===== config.mk =====
export PLATFORM = sky130hd
export DESIGN_NAME = serial_sub_ctrl
export DESIGN_NICKNAME = d
export VERILOG_FILES = /design/src/rtl/serial_sub_pkg.sv /design/src/rtl/fs_cell.sv /design/src/rtl/serial_sub_ctrl.sv
export SDC_FILE = /design/constraint.sdc
export NUM_CORES = 1
export LEC_CHECK = 0
export BUFFER_PORTS_ARGS = -buffer_cell sky130_fd_sc_hd__buf_2
export CELL_PAD_IN_SITES_DETAIL_PLACEMENT = 0
export CELL_PAD_IN_SITES_GLOBAL_PLACEMENT = 1
export CORE_UTILIZATION = 44
export CTS_CLUSTER_DIAMETER = 60
export DETAILED_ROUTE_END_ITERATION = 7
export PLACE_DENSITY = 0.81
export SLEW_MARGIN = 10
export SYNTH_ARGS = -nofsm -noshare
export SYNTH_HDL_FRONTEND = slang
export SYNTH_SLANG_ARGS = --single-unit

===== constraint.sdc =====
create_clock -name clk -period 4.08 [get_ports clk]
set_clock_uncertainty 0.2 [all_clocks]
set_input_delay 0.204 -clock clk [delete_from_list [all_inputs] [get_ports clk]]
set_output_delay 0.204 -clock clk [all_outputs]
set_load 0.005 [all_outputs]

===== src/rtl/serial_sub_pkg.sv =====
// Shared definitions for the bit-serial subtract controller.
// Latency: n/a (types only).
// Backpressure: n/a (types only).
package serial_sub_pkg;

  // Controller FSM encodings
  typedef enum logic [1:0] {
    S_IDLE  = 2'd0,
    S_SHIFT = 2'd1,
    S_DONE  = 2'd2
  } state_t;

endpackage : serial_sub_pkg


===== src/rtl/fs_cell.sv =====
// Combinational 1-bit full subtractor: d = a - b - bin, bo = borrow out.
// Latency: 0 cycles (pure combinational).
// Backpressure: none.
module fs_cell (
  input  logic i_a,
  input  logic i_b,
  input  logic i_bin,
  output logic o_d,
  output logic o_bo
);

  // Difference bit and borrow generation
  always_comb begin
    o_d  = i_a ^ i_b ^ i_bin;
    o_bo = (~i_a & i_b) | (~(i_a ^ i_b) & i_bin);
  end

endmodule : fs_cell


===== src/rtl/serial_sub_ctrl.sv =====
// Bit-serial WIDTH-bit subtractor controller: diff = a - b - bin, LSB first through one fs_cell.
// Latency: done pulses WIDTH+1 cycles after an accepted start; one op per WIDTH+2 cycles.
// Backpressure: start is only sampled in IDLE; start while busy/done is ignored.
// Optional: define SERIAL_SUB_OVF_EN to add the signed-overflow output ovf.
module serial_sub_ctrl
  import serial_sub_pkg::*;
#(
  parameter int WIDTH = 8
) (
  input  logic             clk,
  input  logic             rst_n,
  input  logic             start,
  input  logic [WIDTH-1:0] a,
  input  logic [WIDTH-1:0] b,
  input  logic             bin,
  output logic             busy,
  output logic             done,
  output logic [WIDTH-1:0] diff,
  output logic             bout
`ifdef SERIAL_SUB_OVF_EN
  ,
  output logic             ovf
`endif
);

  localparam int             CW   = $clog2(WIDTH + 1);
  localparam logic [CW-1:0]  LAST = CW'(WIDTH - 1);

  state_t           r_state;
  state_t           w_state_nxt;
  logic             w_accept;
  logic             w_busy;
  logic             w_done;
  logic             w_last;

  logic [WIDTH-1:0] r_a_sr;
  logic [WIDTH-1:0] r_b_sr;
  logic             r_borrow;
  logic [CW-1:0]    r_count;
  logic [WIDTH-1:0] r_diff;
  logic             r_bout;
`ifdef SERIAL_SUB_OVF_EN
  logic             r_ovf;
`endif

  logic             w_cell_d;
  logic             w_cell_bo;
  logic [WIDTH-1:0] w_diff_nxt;

  // The single shared subtractor cell always sees the current LSBs and carried borrow
  fs_cell u_fs_cell (
    .i_a   (r_a_sr[0]),
    .i_b   (r_b_sr[0]),
    .i_bin (r_borrow),
    .o_d   (w_cell_d),
    .o_bo  (w_cell_bo)
  );

  // FSM state register
  always_ff @(posedge clk or negedge rst_n) begin
    if (!rst_n) begin
      r_state <= S_IDLE;
    end else begin
      r_state <= w_state_nxt;
    end
  end

  // Next-state and status decode
  always_comb begin
    w_state_nxt = r_state;
    w_accept    = 1'b0;
    w_busy      = 1'b0;
    w_done      = 1'b0;
    w_last      = 1'b0;
    case (r_state)
      S_IDLE: begin
        if (start) begin
          w_accept    = 1'b1;
          w_state_nxt = S_SHIFT;
        end
      end
      S_SHIFT: begin
        w_busy = 1'b1;
        if (r_count == LAST) begin
          w_last      = 1'b1;
          w_state_nxt = S_DONE;
        end
      end
      S_DONE: begin
        w_done      = 1'b1;
        w_state_nxt = S_IDLE;
      end
      default: begin
        w_state_nxt = S_IDLE;
      end
    endcase
  end

  // New cell difference bit enters at the MSB while the partial result moves right
  always_comb begin
    w_diff_nxt            = r_diff >> 1;
    w_diff_nxt[WIDTH-1]   = w_cell_d;
  end

  // Operand capture, serial stepping and result holding
  always_ff @(posedge clk or negedge rst_n) begin
    if (!rst_n) begin
      r_a_sr   <= '0;
      r_b_sr   <= '0;
      r_borrow <= 1'b0;
      r_count  <= '0;
      r_diff   <= '0;
      r_bout   <= 1'b0;
`ifdef SERIAL_SUB_OVF_EN
      r_ovf    <= 1'b0;
`endif
    end else if (w_accept) begin
      r_a_sr   <= a;
      r_b_sr   <= b;
      r_borrow <= bin;
      r_count  <= '0;
      r_diff   <= '0;
      r_bout   <= 1'b0;
`ifdef SERIAL_SUB_OVF_EN
      r_ovf    <= 1'b0;
`endif
    end else if (w_busy) begin
      r_a_sr   <= r_a_sr >> 1;
      r_b_sr   <= r_b_sr >> 1;
      r_borrow <= w_cell_bo;
      r_count  <= r_count + CW'(1);
      r_diff   <= w_diff_nxt;
      if (w_last) begin
        r_bout <= w_cell_bo;
`ifdef SERIAL_SUB_OVF_EN
        // On the last step the shift-register LSBs are the operand sign bits
        r_ovf  <= (r_a_sr[0] ^ r_b_sr[0]) & (r_a_sr[0] ^ w_cell_d);
`endif
      end
    end
  end

  assign busy = w_busy;
  assign done = w_done;
  assign diff = r_diff;
  assign bout = r_bout;
`ifdef SERIAL_SUB_OVF_EN
  assign ovf  = r_ovf;
`endif

endmodule : serial_sub_ctrl


After elaboration in Yosys (flattened, before gate mapping)

Cells that the tools add are included.
W data, S select, Z words.

Register bits: 32
Input port bits: 20

Add/subtract/negate cells: 1
Equality and inequality tests: 5
Multiplexer cells: 22
Bitwise gates (word level): 7
Reductions and logical operators: 5

Operators by type and width:

| operator              | count |
|---|---|
| $mux W8               | 6 |
| $mux W1               | 11 |
| $mux W4               | 2 |
| $add A4 B1 Y4 const B | 1 |
| $eq A4 B3 Y1 const B  | 1 |
| $mux W2               | 2 |
| $ne A2 B2 Y1 const B  | 2 |
| $pmux W2 S2           | 1 |
| $reduce_and A2 Y1     | 2 |
| $reduce_bool A2 Y1    | 2 |
| $and A1 B1 Y1         | 2 |
| $eq A2 B1 Y1 const B  | 1 |
| $eq A2 B2 Y1 const B  | 1 |
| $logic_not A2 Y1      | 1 |
| $not A1 Y1            | 2 |
| $xor A1 B1 Y1         | 2 |
| $or A1 B1 Y1          | 1 |

Logic depth before layout (Yosys ltp)

Depth after elaboration: 7
Mapped depth: 5
Mapped depth without buffers: 5

Modules after synthesis

A second synthesis with hierarchy kept.

Cell total of the unflattened synthesis: 124
Area total of the unflattened synthesis: 1463.9 um^2

By module, submodules not included:

| module          | times used | cells each | area each (um^2) | seq. area each (um^2) |
|---|---|---|---|---|
| serial_sub_ctrl | 1          | 120        | 1432.6           | 800.8 |
| fs_cell         | 1          | 4          | 31.3             | 0.0 |

Worst setup path before layout

OpenSTA, ideal clock, no wires.

Path type: reg-to-reg
Start: register r_borrow
End: register r_bout (netlist: bout)
Arrival: 1.069 ns
Data required time: 3.764 ns
Path slack: 2.696 ns
Stages on the path, launching flop included: 4
Cells stage by stage: dfrtp_1 > inv_1 > fa_1 > o311ai_0

Cells in the longest elaborated chain, start to end: 5

RTL lines:

| item                   | RTL line               | RTL |
|---|---|---|
| start, declared        | serial_sub_ctrl.sv:38  | `logic r_borrow;` |
| start signal, assigned | serial_sub_ctrl.sv:120 | `r_borrow <= bin;` |
| start signal, assigned | serial_sub_ctrl.sv:130 | `r_borrow <= w_cell_bo;` |
| $and A1 B1 Y1          | fs_cell.sv:15          | `o_bo = (~i_a & i_b) \| (~(i_a ^ i_b) & i_bin);` |
| $or A1 B1 Y1           | fs_cell.sv:15          |  |
| $mux W1                | serial_sub_ctrl.sv:133 | `if (w_last) begin` |
| $mux W1                | serial_sub_ctrl.sv:127 | `end else if (w_busy) begin` |
| $mux W1                | serial_sub_ctrl.sv:117 | `end else if (w_accept) begin` |
| end signal, assigned   | serial_sub_ctrl.sv:134 | `r_bout <= w_cell_bo;` |
| end, declared          | serial_sub_ctrl.sv:41  | `logic r_bout;` |

No other way between the ends. The select of a mux whose other input is x is not followed.
A chain may end at the register's enable or synchronous reset.

Worst setup path after layout

Start: register r_state[0]
End: register r_b_sr[7]

Cells in the longest elaborated chain, start to end: 3

RTL lines:

| item                                                                  | RTL line               | RTL |
|---|---|---|
| start, declared                                                       | serial_sub_ctrl.sv:29  | `state_t r_state;` |
| start signal, assigned                                                | serial_sub_ctrl.sv:64  | `r_state <= w_state_nxt;` |
| $eq A2 B1 Y1 / $logic_not A2 Y1 (equally long branches)               | serial_sub_ctrl.sv:75  | `case (r_state)` |
| $mux W1                                                               | serial_sub_ctrl.sv:75  |  |
| $reduce_bool A2 Y1 (no source line) / $mux W8 (equally long branches) | -                      |  |
| end signal, assigned                                                  | serial_sub_ctrl.sv:129 | `r_b_sr <= r_b_sr >> 1;` |
| end, declared                                                         | serial_sub_ctrl.sv:37  | `logic [WIDTH-1:0] r_b_sr;` |

Parallel ways exist; a longest one is shown, timed or not.

==> flow_summary.ini <==
[grt]
grt_max_degree = 33
grt_pass1_wl_um = 4850
grt_usage = 0.1952
grt_pass1_vias = 1026
antenna_found_initial = 0
grt_overflow = 0

[floorplan]
die_y_um = 57.83
dieArea_sq_um = 3344
die_w_um = 57.83
ios = 31
coreArea_sq_um = 2853
start_util = 0.4807
rows = 19

[worst_setup_path]
crit_cells = 3
critical_path_required_ns = 4.14
max_stage_delay_ns = 0.94
reg2reg_slack_ns = 1.79
worst_setup_path_start_kind = flop
path_delay_family = simple AND/OR/NAND/NOR gates
cpMaxStageDelayCell = nor2b_1
worst-setup-path-type = reg -> reg
ff2ff_path_depth = 3
cp_num_buf_inv = 0
cp.arrival_ns = 2.35
worstPathMaxFanout = 24
cp_common_cell = nor2b_1
endpoint_kind = flop
cp_cell_sequence = nor2b_1, nor2b_1, a22o_1

[sta]
setup_tns_ns = 0
rsz0062_at_grt = no
post-route-period-util = 0.5620
finalMaxSlewViolations = 0
setup_ws_ns = 1.787
slew_headroom = 0.2879
worstMarginPinSlew_ns = 1.067
fmax_mhz = 436.1
setup_viol = 0
hold_viol = 0
min_period_ns = 2.293

[drt]
drt_iter0_markers = 71
vias = 1126
vias_per_cell = 5.687
routed_wl_um = 2861
ant_nets = 0
dr.pass1.iters = 6
drc = 1
wl_per_cell_um = 14.45

[clocking]
clockBufferDepth = 2
insertion_delay_ns = 0.32
cts.clk_slew.worst_paths_ns = 0.09
cts.htree.levels = 2
cts_setup_buffers = 0
clock_sinks = 32
cts_tree = done
cts_root_buffer = clkbuf_4
cts_made_buffers = 5

[pwr]
peakVddDrop_uv = 332.3
p_clk_frac = 0.153
power_frac_comb = 0.335
seqPwrFrac = 0.513
p_int_w = 0.0006870
power_density_nw_per_um2 = 623.4
switching_power_w = 0.0003769
p_leak_nw = 0.8059
p_sw_frac = 0.3543

[synth]
syn-instance-count = 124
seq_area_frac_synth = 0.5839
synth_mux_area_frac = 0.008212
ys_warn_count = 0
synth_compound_area_frac = 0.2464
synth_area_sq_um = 1371
synth_nets = 146
synth_top_family_by_area = compound AO/OA/AOI/OAI gates
synth-xor-area-share = 0
syn_area_per_cell_sq_um = 11.06
synthSimpleGateAreaFrac = 0.09033
synth.distinct_cells = 23
synthAdderAreaFrac = 0.02372
synth-seq-cells = 32

[hold_path]
holdPathStages = 3
worst_hold_path_type = in -> reg

[outcome]
status = finished with violations
violations = DRC

[layout]
final_cell_mix = dfrtp_1 (32), buf_2 (30), nand2_1 (15), dlygate4sd3_1 (15), a22oi_1 (14)
layout.cells.most_common = dfrtp_1
fin_area_sq_um = 1707
antenna_cells = 0
nets = 189
final.fill_count = 251
area_delta_synth_final_pct = 24.45
layout-drive-gt1-share = 0.2275

[placement]
placed_cell_area_sq_um = 1510
routabilityCongestion = 0.7250
post-place-ws_ns = 1.843
numPortBuffers = 30

[flow_run]
drv_cap = 0
[repair_timing]
item / in CTS / in global routing
endpoints found under the hold margin: 46 / 0
resized for setup: 0 / 0
hold buffers: 15 / 0
[path summary, 6_finish.rpt]
| path | to | start |
|---|---|---|
| worst max-delay path | r_b_sr[7]$_DFFE_PN0P_ | r_state[0]$_DFFE_PN0P_ |
| worst min-delay path | r_a_sr[1]$_DFFE_PN0P_ | a[1] |
| worst max register to register | r_b_sr[7]$_DFFE_PN0P_ | r_state[0]$_DFFE_PN0P_ |
| worst min register to register | r_count[3]$_DFFE_PN0P_ | r_count[3]$_DFFE_PN0P_ |
| max in group asynchronous | r_a_sr[6]$_DFFE_PN0P_ | rst_n |
| min in group asynchronous | diff[3]$_DFFE_PN0P_ | rst_n |
[cells by family after synthesis]
family | Yosys count
buffers and inverters | 13
flip-flops | 32
multiplexers | 1
adder cells (fa/ha/maj) | 2
AND/OR/NAND/NOR | 28
AO/OA/AOI/OAI | 48
[sequential cells by signal, summed over array words and instances (netlist names)]
name,flops
r_state,2
diff,8
bout,1
r_a_sr,8
r_borrow,1
r_count,4
r_b_sr,8
[per-layer routing]
layer,vias to the layer above,GRT usage,part of all wire
li1,536,-,-
met1,548,0.2633,0.45
met2,34,0.2972,0.48
met3,8,0.04241,0.045
met4,0,0.1020,0.023
met5,-,0,0
[per-stage QoR]
| stage | hold WS [ns] | utilization | cells | total power (W) |
|---|---|---|---|---|
| after global routing | 0.03105 | 0.5982 | 198 | 0.001160 |
| after detailed placement | 0.09726 | 0.5294 | 176 | 0.0009030 |
| final | 0.01295 | 0.5982 | 198 | 0.001064 |
| after global placement | 0.08786 | 0.5294 | 176 | 0.0008811 |
| after floorplan | -0.2916 | - | 124 | 0.0007871 |
| after CTS | 0.002118 | 0.5982 | 198 | 0.001079 |
[worst min-delay path, cell delays in order]
cell and delay, ns:
buf_2 0.09, a22oi_1 0.05, o21ai_0 0.16
[synth_stat cells (all sizes together)]
library cell / count / area (sq um)
a31oi: 1 / 6.260
a41oi: 1 / 8.760
nor2: 5 / 18.77
clkbuf: 1 / 3.750
nand2b: 1 / 6.260
dfrtp: 32 / 800.8
o22ai: 2 / 12.51
a21oi: 3 / 15.01
o21bai: 1 / 11.26
a22o: 12 / 105.1
nand3: 2 / 10.01
o311ai: 1 / 8.760
fa: 1 / 20.02
mux2: 1 / 11.26
nand3b: 1 / 7.510
buf: 8 / 46.29
ha: 1 / 12.51
a22oi: 14 / 105.1
nor2b: 4 / 25.02
o21ai: 13 / 65.06
nand2: 15 / 56.30
inv: 4 / 15.01
[cell type report]
class	count	area, sq um	area share
tap	31	38.79	0.02273
timing repair buffer	45	300.3	0.1760
clock buffer	6	41.29	0.02419
sequential	32	800.8	0.4692
inverter	4	15.01	0.008798
multi-input combinational	79	505.5	0.2962
clock inverter	1	5.005	0.002933
[power by group through the flow]
stage               sequential (W)  clock (W)  combinational [W]
floorplan                 0.000513          0           0.000275
global placement          0.000545          0           0.000336
detailed placement        0.000552          0           0.000351
CTS                       0.000545   0.000171           0.000363
global route              0.000566   0.000184           0.000411
finish                    0.000545   0.000162           0.000356
(Power assumes the default switching activity.)
